--- src/rtl/ram_sync_ctrl_if.sv ---
// Request/response bus for ram_sync_ctrl.
// The master issues valid/ready requests and receives registered read responses.
interface ram_sync_ctrl_if #(
    parameter int DATA_W = 32,
    parameter int ADDR_W = 4
) ();
    localparam int BE_W = DATA_W / 8;

    logic              reqValid;
    logic              reqReady;
    logic              RW;
    logic [ADDR_W-1:0] address;
    logic [DATA_W-1:0] dataIn;
    logic [BE_W-1:0]   byteEn;
    logic [DATA_W-1:0] dataOut;
    logic              respValid;
    logic              respErr;

    modport master (
        output reqValid, RW, address, dataIn, byteEn,
        input  reqReady, dataOut, respValid, respErr
    );

    modport slave (
        input  reqValid, RW, address, dataIn, byteEn,
        output reqReady, dataOut, respValid, respErr
    );
endinterface

--- src/rtl/ram_sync_ctrl.sv ---
// Synchronous single-port RAM with byte enables, 1-cycle registered
// reads and a word-per-cycle clear engine.
module ram_sync_ctrl #(
    parameter int DATA_W = 32,
    parameter int ADDR_W = 4,
    parameter int DEPTH  = (1 << ADDR_W)
) (
    input  logic              clk,
    input  logic              rst_n,
    input  logic              clear,
    output logic              busy,
    ram_sync_ctrl_if.slave    bus
);
    localparam int BE_W = DATA_W / 8;
    localparam logic [ADDR_W:0]   DEPTH_L = (ADDR_W + 1)'(DEPTH);
    localparam logic [ADDR_W-1:0] LAST    = ADDR_W'(DEPTH - 1);

    typedef enum logic {IDLE, CLEAR} state_t;

    state_t            state_q, state_d;
    logic [ADDR_W-1:0] clr_cnt_q, clr_cnt_d;
    logic [DATA_W-1:0] mem [DEPTH];

    logic in_range;
    logic acc;
    logic wr_acc;
    logic rd_acc;

    assign in_range = {1'b0, bus.address} < DEPTH_L;
    assign acc      = bus.reqValid && bus.reqReady;
    assign wr_acc   = acc && bus.RW;
    assign rd_acc   = acc && !bus.RW;

    always_comb begin
        state_d      = state_q;
        clr_cnt_d    = clr_cnt_q;
        busy         = 1'b0;
        bus.reqReady = 1'b0;
        unique case (state_q)
            IDLE: begin
                bus.reqReady = !clear;
                if (clear) begin
                    state_d   = CLEAR;
                    clr_cnt_d = '0;
                end
            end
            CLEAR: begin
                busy = 1'b1;
                if (clr_cnt_q == LAST) begin
                    state_d   = IDLE;
                    clr_cnt_d = '0;
                end else begin
                    clr_cnt_d = clr_cnt_q + 1'b1;
                end
            end
            default: state_d = IDLE;
        endcase
    end

    always_ff @(posedge clk or negedge rst_n) begin
        if (!rst_n) begin
            state_q   <= IDLE;
            clr_cnt_q <= '0;
        end else begin
            state_q   <= state_d;
            clr_cnt_q <= clr_cnt_d;
        end
    end

    // Storage is deliberately not reset; only writes and CLEAR touch it.
    always_ff @(posedge clk) begin
        if (state_q == CLEAR) begin
            mem[clr_cnt_q] <= '0;
        end else if (wr_acc && in_range) begin
            for (int i = 0; i < BE_W; i++) begin
                if (bus.byteEn[i]) begin
                    mem[bus.address][8*i +: 8] <= bus.dataIn[8*i +: 8];
                end
            end
        end
    end

    always_ff @(posedge clk or negedge rst_n) begin
        if (!rst_n) begin
            bus.dataOut   <= '0;
            bus.respValid <= 1'b0;
            bus.respErr   <= 1'b0;
        end else begin
            bus.respValid <= rd_acc;
            if (rd_acc) begin
                bus.dataOut <= in_range ? mem[bus.address] : '0;
                bus.respErr <= !in_range;
            end
        end
    end
endmodule

--- src/flat_wrapper.sv ---
// flat-port wrapper written by rule: the top's interface ports become plain ports
module ram_sync_ctrl_flat 
#(
    parameter int DATA_W = 32,
    parameter int ADDR_W = 4,
    parameter int DEPTH  = (1 << ADDR_W)
)
  (clk, rst_n, clear, busy, bus_reqValid, bus_RW, bus_address, bus_dataIn, bus_byteEn, bus_reqReady, bus_dataOut, bus_respValid, bus_respErr);
  ram_sync_ctrl_if #(.DATA_W(DATA_W), .ADDR_W(ADDR_W)) bus_i ();
  input  logic clk;
  input  logic rst_n;
  input  logic clear;
  output logic busy;
  input wire logic [$bits(bus_i.reqValid)-1:0] bus_reqValid;
  input wire logic [$bits(bus_i.RW)-1:0] bus_RW;
  input wire logic [$bits(bus_i.address)-1:0] bus_address;
  input wire logic [$bits(bus_i.dataIn)-1:0] bus_dataIn;
  input wire logic [$bits(bus_i.byteEn)-1:0] bus_byteEn;
  output wire logic [$bits(bus_i.reqReady)-1:0] bus_reqReady;
  output wire logic [$bits(bus_i.dataOut)-1:0] bus_dataOut;
  output wire logic [$bits(bus_i.respValid)-1:0] bus_respValid;
  output wire logic [$bits(bus_i.respErr)-1:0] bus_respErr;
  assign bus_i.reqValid = bus_reqValid;
  assign bus_i.RW = bus_RW;
  assign bus_i.address = bus_address;
  assign bus_i.dataIn = bus_dataIn;
  assign bus_i.byteEn = bus_byteEn;
  assign bus_reqReady = bus_i.reqReady;
  assign bus_dataOut = bus_i.dataOut;
  assign bus_respValid = bus_i.respValid;
  assign bus_respErr = bus_i.respErr;
  ram_sync_ctrl #(.DATA_W(DATA_W), .ADDR_W(ADDR_W), .DEPTH(DEPTH)) u_core (.clk(clk), .rst_n(rst_n), .clear(clear), .busy(busy), .bus(bus_i));
endmodule
--- config.mk ---
export PLATFORM = sky130hd
export DESIGN_NAME = ram_sync_ctrl_flat
export DESIGN_NICKNAME = d
export VERILOG_FILES = /design/src/rtl/ram_sync_ctrl_if.sv /design/src/rtl/ram_sync_ctrl.sv /design/src/flat_wrapper.sv
export SDC_FILE = /design/constraint.sdc
export NUM_CORES = 1
export LEC_CHECK = 0
export ABC_AREA = 0
export BUFFER_PORTS_ARGS = -buffer_cell sky130_fd_sc_hd__buf_2
export CORE_MARGIN = 8
export CORE_UTILIZATION = 35
export CTS_CLUSTER_SIZE = 30
export DETAILED_ROUTE_END_ITERATION = 10
export PLACE_DENSITY = 0.5
export SYNTH_ARGS = -nofsm -noshare
export SYNTH_HDL_FRONTEND = slang
export SYNTH_SLANG_ARGS = --single-unit
--- constraint.sdc ---
create_clock -name clk -period 7.55 [get_ports clk]
set_clock_uncertainty 0.2 [all_clocks]
set_input_delay 1.51 -clock clk [delete_from_list [all_inputs] [get_ports clk]]
set_output_delay 1.51 -clock clk [all_outputs]
set_load 0.02 [all_outputs]
==> metrics.yaml, run 1 <==
run_status:
  run_status: "completed"
power:
  p_leak_nw: 8.50
  power.switching_fraction_pct: 26.4
  comb_power_share_pct: 16.8
  ir_drop_v: 0.000175
  clock_power_share_pct: 33.8
  share_of_total_power_in_sequential_cells_pct: 49.4
  power-per-cell-area_mw_per_mm2: 330
  internal_power_w: 0.00609
  switching_power_total_w: 0.00218
timing:
  worstMarginPinSlew_ns: 1.33
  hold_viol: 0
  rsz_0062_raised_after_global_routing: "false"
  timing.fmax_mhz: 214
  setup_viol_count_final: 0
  finalMaxSlewViolations: 0
  maxSlewHeadroom_pct: 11.0
  final_min_period_over_clock_period_pct: 61.8
  final.setup.tns_ns: 0
  min_period_ns: 4.66
route:
  route.detailed.wl_per_inst_um: 25.4
  routed_via_density: 5.20
  route.detailed.drc: 0
  firstDrtPassIters: 4
  finalWirelength_mm: 50.8
  drt-initial-drc-count: 769
  vias_post_dr: 10400
  antenna_viol_nets_final: 0
yosys:
  async_reset_ff_share_pct: 6.91
  synth.net_count: 1073
  avgSynthCellArea_um2: 21.0
  ys_seq_elements: 550
  syn_inst: 1027
  netlist-cell-type-count: 38
  synth_edf_count: 512
  synthDominantAreaCellType: "sky130_fd_sc_hd__edfxtp_1"
  synth_top_flop_cell: "sky130_fd_sc_hd__edfxtp_1"
  synth_warnings: 0
  yosys-top-cells-area: "sky130_fd_sc_hd__edfxtp_1 71%, sky130_fd_sc_hd__mux4_2 13%, sky130_fd_sc_hd__dfrtp_1 4.4%, sky130_fd_sc_hd__nor3_1 2.2%, sky130_fd_sc_hd__mux2_2 1.8%"
  synth.yosys.seq_area_share_pct: 75.6
  synth.cell_area_mm2: 0.0216
  yosys.area.top_type_share_pct: 71.2
worst_setup_path:
  worstSetupPathType: "primary input to register"
  worstReg2RegStart: "u_core.state_q$_DFF_PN0_"
  worst_path_largest_cell_delay_ns: 0.94
  crit_path_top_delay_cell: "sky130_fd_sc_hd__nor3b_4"
  critPathTopFamily: "simple AND/OR/NAND/NOR gates"
  sequence_of_cells_on_the_critical_path: "buf_2, and3b_1, nor3b_4, mux2i_1, buf_4, nor3_1"
  worstPathBufferInverterCount: 2
  crit_path_start: "clear"
  worstPathRequired_ns: 7.56
  cp_max_fo: 20
  worst_setup_path_start_kind: "primary input"
  r2r_end: "u_core.mem[5][21]$_DFFE_PP_"
  ff2ff_setup_slack_ns: 3.69
  critPathCaptureType: "register"
  worst-r2r-cell-count: 4
  data_arrival_time_of_the_critical_path_ns: 4.67
cells_and_area:
  register_area_mm2: 0.0163
  post-route-cell-area_mm2: 0.0251
  multi_input_area_mm2: 0.00493
  fillCellCount: 5453
  syn2layout_area_growth_pct: 16.1
  antenna_diode_count: 0
  fin_cells: 2003
  finish.net_count: 1210
  utilization_pct: 40.9
  post_route_cells_drive_above_1_share_pct: 33.4
global_route:
  grt_pass1_vias: 11000
  grt.total_usage_pct: 14.4
  overflow: 0
  grt_first_pass_wirelength_mm: 75.1
  grt_max_degree: 71
  antenna_violations_before_repair: 0
worst_hold_path:
  cell_count_of_the_worst_hold_path: 1
  min-delay-start: "u_core.bus.dataOut[9]$_DFFE_PN0P_"
  worstHoldPathType: "register to register"
  hold-path-endpoint: "u_core.bus.dataOut[9]$_DFFE_PN0P_"
cts:
  post-cts-setup-buffers: 0
  cts_made_buffers: 57
  cts.reportedPaths.clkPinSlew_ns: 0.06
  clock_tree_from_tritoncts: "done"
  cts_max_path_buffers: 3
  ctsHoldBuffers: 0
  ctsHtreeMaxLevel: 2
  clkLatencyLatePin_ns: 0.61
  number_of_clock_sinks: 550
  library_cell_used_as_clock_root_buffer: "sky130_fd_sc_hd__clkbuf_16"
  postCtsResizedCells: 0
die:
  core_area_mm2: 0.0614
  floorplan.initialDensity_pct: 35.2
  placement_rows: 91
  io_pins: 81
  die_width_um: 264
  die_height_um: 264
  die_area_mm2: 0.0699
job:
  drv.max_cap_violation_count: 0
place:
  detailed_place_hpwl_mm: 28.9
  postPlaceCellArea_mm2: 0.0232
  place_inst: 1894
  number_of_buffer_cells_added_on_primary_ports: 79
  gp_congestion: 0.713
power groups by stage:
stage / logic (W) / registers, W / clock network (W)
final: 0.00139 / 0.00409 / 0.00280
after global routing: 0.00150 / 0.00414 / 0.00297
after CTS: 0.00142 / 0.00410 / 0.00286
after detailed placement: 0.00142 / 0.00415 / 0
after global placement: 0.00140 / 0.00414 / 0
after floorplan: 0.000782 / 0.00418 / 0
worst reg2reg max path, stage by stage, from the launching register on:
cell and delay, ns:
sky130_fd_sc_hd__dfrtp_1 0.61, sky130_fd_sc_hd__nor3b_4 0.97, sky130_fd_sc_hd__mux2i_1 0.46, sky130_fd_sc_hd__buf_4 0.30
sky130_fd_sc_hd__nor3_1 0.94
synth_stat cells (2+ instances only):
library cell / instances
sky130_fd_sc_hd__nor2_1: 5
sky130_fd_sc_hd__mux2i_2: 3
sky130_fd_sc_hd__nor3_1: 94
sky130_fd_sc_hd__mux2_2: 34
sky130_fd_sc_hd__clkbuf_1: 35
sky130_fd_sc_hd__edfxtp_1: 512
sky130_fd_sc_hd__buf_2: 22
sky130_fd_sc_hd__and2_1: 32
sky130_fd_sc_hd__mux4_2: 127
sky130_fd_sc_hd__buf_4: 7
sky130_fd_sc_hd__nor2b_1: 8
sky130_fd_sc_hd__dfrtp_1: 38
sky130_fd_sc_hd__buf_6: 4
sky130_fd_sc_hd__mux2i_1: 37
sky130_fd_sc_hd__a221o_1: 30
sky130_fd_sc_hd__o21ai_0: 2
sky130_fd_sc_hd__o211ai_1: 2
sky130_fd_sc_hd__buf_1: 3
sky130_fd_sc_hd__nand2_1: 6
sky130_fd_sc_hd__a21oi_1: 7
sky130_fd_sc_hd__inv_1: 2
cells in the final DEF, fill, tap and decap left out, types with 2 or more instances in the layout:
| master | instances |
|---|---|
| sky130_fd_sc_hd__clkbuf_8 | 13 |
| sky130_fd_sc_hd__clkinv_1 | 5 |
| sky130_fd_sc_hd__clkbuf_16 | 59 |
| sky130_fd_sc_hd__o21ai_0 | 2 |
| sky130_fd_sc_hd__a21oi_1 | 7 |
| sky130_fd_sc_hd__mux2i_2 | 3 |
| sky130_fd_sc_hd__nor2b_1 | 8 |
| sky130_fd_sc_hd__mux2_2 | 34 |
| sky130_fd_sc_hd__bufinv_16 | 3 |
| sky130_fd_sc_hd__mux2i_1 | 37 |
| sky130_fd_sc_hd__nand2_1 | 6 |
| sky130_fd_sc_hd__a221o_1 | 30 |
| sky130_fd_sc_hd__o211ai_1 | 2 |
| sky130_fd_sc_hd__nor2_1 | 5 |
| sky130_fd_sc_hd__and2_1 | 32 |
| sky130_fd_sc_hd__buf_4 | 71 |
| sky130_fd_sc_hd__dfrtp_1 | 38 |
| sky130_fd_sc_hd__clkbuf_1 | 14 |
| sky130_fd_sc_hd__clkinv_2 | 13 |
| sky130_fd_sc_hd__mux4_2 | 127 |
| sky130_fd_sc_hd__nor3_1 | 94 |
| sky130_fd_sc_hd__edfxtp_1 | 512 |
| sky130_fd_sc_hd__inv_1 | 2 |
| sky130_fd_sc_hd__buf_2 | 76 |
routing by layer:
metal	vias up	part of all wire (%)	global-route usage, %
met1	5587	47	20.7
met5	-	0	0
li1	4568	-	-
met3	64	4.1	2.55
met4	0	1.6	3.05
met2	197	47	22.9
state kept, by name, indices dropped and copies added, names as in the netlist:
signal,count
u_core.bus.dataOut,32
u_core.state_q,1
u_core.clr_cnt_q,4
u_core.bus.respValid,1
u_core.mem,512
layout make-up:
type | count | area share [%]
Timing Repair Buffer | 149 | 3.78
Tap cell | 790 | 3.94
Inverter | 2 | 0.0299
Clock buffer | 85 | 6.75
Clock inverter | 23 | 0.763
Sequential cell | 550 | 65.1
Multi-Input combinational cell | 404 | 19.6
metrics by stage:
stage	worst slack [ns]	power, W	hold slack, ns
6_report	2.89	0.00828	0.310
5_1_grt	2.68	0.00860	0.329
4_1_cts	2.88	0.00838	0.316
3_5_place_dp	2.22	0.00557	0.302
3_3_place_gp	2.38	0.00554	0.300
2_1_floorplan	3.62	0.00496	0.326
how the worst max path moves through the flow:
stage,endpoint,slack (ns),depth (start not counted)
floorplan,u_core.mem[13][10]$_DFFE_PP_,3.62,5
global placement,u_core.mem[2][3]$_DFFE_PP_,2.38,6
detailed placement,u_core.mem[5][19]$_DFFE_PP_,2.22,6
CTS,u_core.mem[5][18]$_DFFE_PP_,2.88,6
global route,u_core.mem[2][5]$_DFFE_PP_,2.68,6
finish,u_core.mem[5][21]$_DFFE_PP_,2.89,6
cells by family (layout without fill, tap and decap cells):
kind of cell	after synthesis	in the layout	synth area share, %
adder cells (fa/ha/maj)	1	1	0.0579
AO/OA/AOI/OAI	48	48	1.92
other	1	1	0.0174
multiplexers	201	201	16.9
AND/OR/NAND/NOR	153	153	3.84
flip-flops	550	550	75.6
buffers and inverters	73	259	1.66
Note: power is estimated with default switching activity, not from simulation.
==> run 2: changes to the inputs <==
==> constraint.sdc (replaced) <==
create_clock -name clk -period 4.5 [get_ports clk]
set_clock_uncertainty 0.2 [all_clocks]
set_input_delay 0.9 -clock clk [delete_from_list [all_inputs] [get_ports clk]]
set_output_delay 0.9 -clock clk [all_outputs]
set_load 0.02 [all_outputs]
==> metrics.yaml, run 2 (synthesis results as in run 1) <==
worst_setup_path:
  crit_path_frequent_cell: "sky130_fd_sc_hd__buf_4"
  worst-r2r-cell-count: 6
  crit_path_top_delay_cell: "sky130_fd_sc_hd__nor3b_4"
  worstSetupPathType: "primary input to register"
  worst_setup_path_start_kind: "primary input"
  worst_path_largest_cell_delay_ns: 0.52
  data_arrival_time_of_the_critical_path_ns: 3.39
  cp_max_fo: 15
  worstPathRequired_ns: 4.65
  sequence_of_cells_on_the_critical_path: "buf_2, and3b_1, nor3b_4, buf_4, mux2i_2, buf_4, nor3_1, buf_4"
  worstReg2RegStart: "u_core.state_q$_DFF_PN0_"
  worstPathBufferInverterCount: 4
  critPathTopFamily: "simple AND/OR/NAND/NOR gates"
  critPathCaptureType: "register"
  ff2ff_setup_slack_ns: 1.47
  r2r_end: "u_core.mem[9][8]$_DFFE_PP_"
cells_and_area:
  max_ffs_per_register: 512
  final_common_cell: "sky130_fd_sc_hd__edfxtp_1"
  top_regs: "u_core.mem (512), u_core.bus.dataOut (32), u_core.clr_cnt_q (4)"
  syn2layout_area_growth_pct: 16.8
  top_register_by_number_of_flip_flops: "u_core.mem"
  finish.net_count: 1231
  mostFrequentLayoutCells: "512 x sky130_fd_sc_hd__edfxtp_1, 127 x sky130_fd_sc_hd__mux4_2, 94 x sky130_fd_sc_hd__nor3_1"
  post_route_cells_drive_above_1_share_pct: 34.4
die:
  core_area_mm2: 0.0614
  die_height_um: 264
  die_width_um: 264
  placement_rows: 91
  io_pins: 81
  floorplan.initialDensity_pct: 35.2
  die_area_mm2: 0.0699
timing:
  finalMaxSlewViolations: 0
  final.setup.tns_ns: 0
  setup_viol_count_final: 0
  timing.fmax_mhz: 309
  setup_slack_ns: 1.26
  rsz_0062_raised_after_global_routing: "false"
  hold_viol: 0
  maxSlewHeadroom_pct: 35.0
  worstMarginPinSlew_ns: 0.975
  min_period_ns: 3.24
  final_min_period_over_clock_period_pct: 71.9
worst_hold_path:
  worstHoldPathType: "primary input to async pin"
cts:
  ctsHtreeMaxLevel: 2
  cts_max_path_buffers: 3
  number_of_clock_sinks: 550
  clkLatencyLatePin_ns: 0.60
  cts_made_buffers: 54
  library_cell_used_as_clock_root_buffer: "sky130_fd_sc_hd__clkbuf_16"
  clock_tree_from_tritoncts: "done"
  ctsHoldBuffers: 0
  postCtsResizedCells: 0
  cts.reportedPaths.clkPinSlew_ns: 0.06
  post-cts-setup-buffers: 0
power:
  power-per-cell-area_mw_per_mm2: 549
  pnr_total_power_w: 0.0138
  ir_drop_v: 0.000318
  p_leak_nw: 8.56
global_route:
  grt_first_pass_wirelength_mm: 76.1
  grt_pass1_vias: 11300
  grt_max_degree: 66
  antenna_violations_before_repair: 0
  overflow: 0
  grt.total_usage_pct: 14.5
route:
  route.detailed.wl_per_inst_um: 25.0
  antenna_viol_nets_final: 0
  route.detailed.drc: 0
  vias_post_dr: 10500
  routed_via_density: 5.18
  firstDrtPassIters: 5
  drt-initial-drc-count: 773
  finalWirelength_mm: 50.5
place:
  number_of_buffer_cells_added_on_primary_ports: 79
  detailed_place_hpwl_mm: 32.2
  placement_setup_slack_ns: 0.670
  gp_congestion: 0.711
job:
  drv.max_cap_violation_count: 0
run_status:
  run_status: "completed"
==> run 2: power breakdown <==
group          switching, W  internal, W
registers          0.000294      0.00658
logic               0.00146     0.000941
clock network       0.00192      0.00265
==> run 2: cell type report <==
type                    count  area [um^2]
multi-input cells         404         4930
clock buffers              65         1460
inverters                   2         7.51
flip-flops and latches    550        16300
diodes                      1         2.50
fillers                  5333        36100
well taps                 790          988
clock inverters            36          344
repair buffers            173         1180
==> run 2: worst max path at each step <==
stage               slack, ns  cells after the start                      endpoint   from
floorplan                1.18                      5  u_core.mem[13][10]$_DFFE_PP_  clear
global placement         0.77                      8    u_core.mem[9][7]$_DFFE_PP_  clear
detailed placement       0.67                      8   u_core.mem[8][15]$_DFFE_PP_  clear
CTS                      1.32                      8   u_core.mem[9][10]$_DFFE_PP_  clear
global route             1.16                      8    u_core.mem[9][2]$_DFFE_PP_  clear
finish                   1.26                      8    u_core.mem[9][8]$_DFFE_PP_  clear
==> run 2: layer usage <==
layer  up-vias  wire length (um)  GRT usage [%]
met4         0               849           3.23
met5         -                 0              0
met1      5553             23000           20.2
li1       4605                 -              -
met2       249             24300           23.6
met3        63              2370           2.64
==> run 2: per-stage QoR <==
step / cell area, um^2 / util, % / hold slack, ns / std cells
2_1_floorplan: 21600 / - / 0.326 / 1027
3_3_place_gp: 23400 / 38.2 / 0.295 / 1919
3_5_place_dp: 23400 / 38.2 / 0.295 / 1919
4_1_cts: 25200 / 41.1 / 0.130 / 2020
5_1_grt: 25200 / 41.1 / 0.149 / 2020
6_report: 25200 / 41.1 / 0.116 / 2021
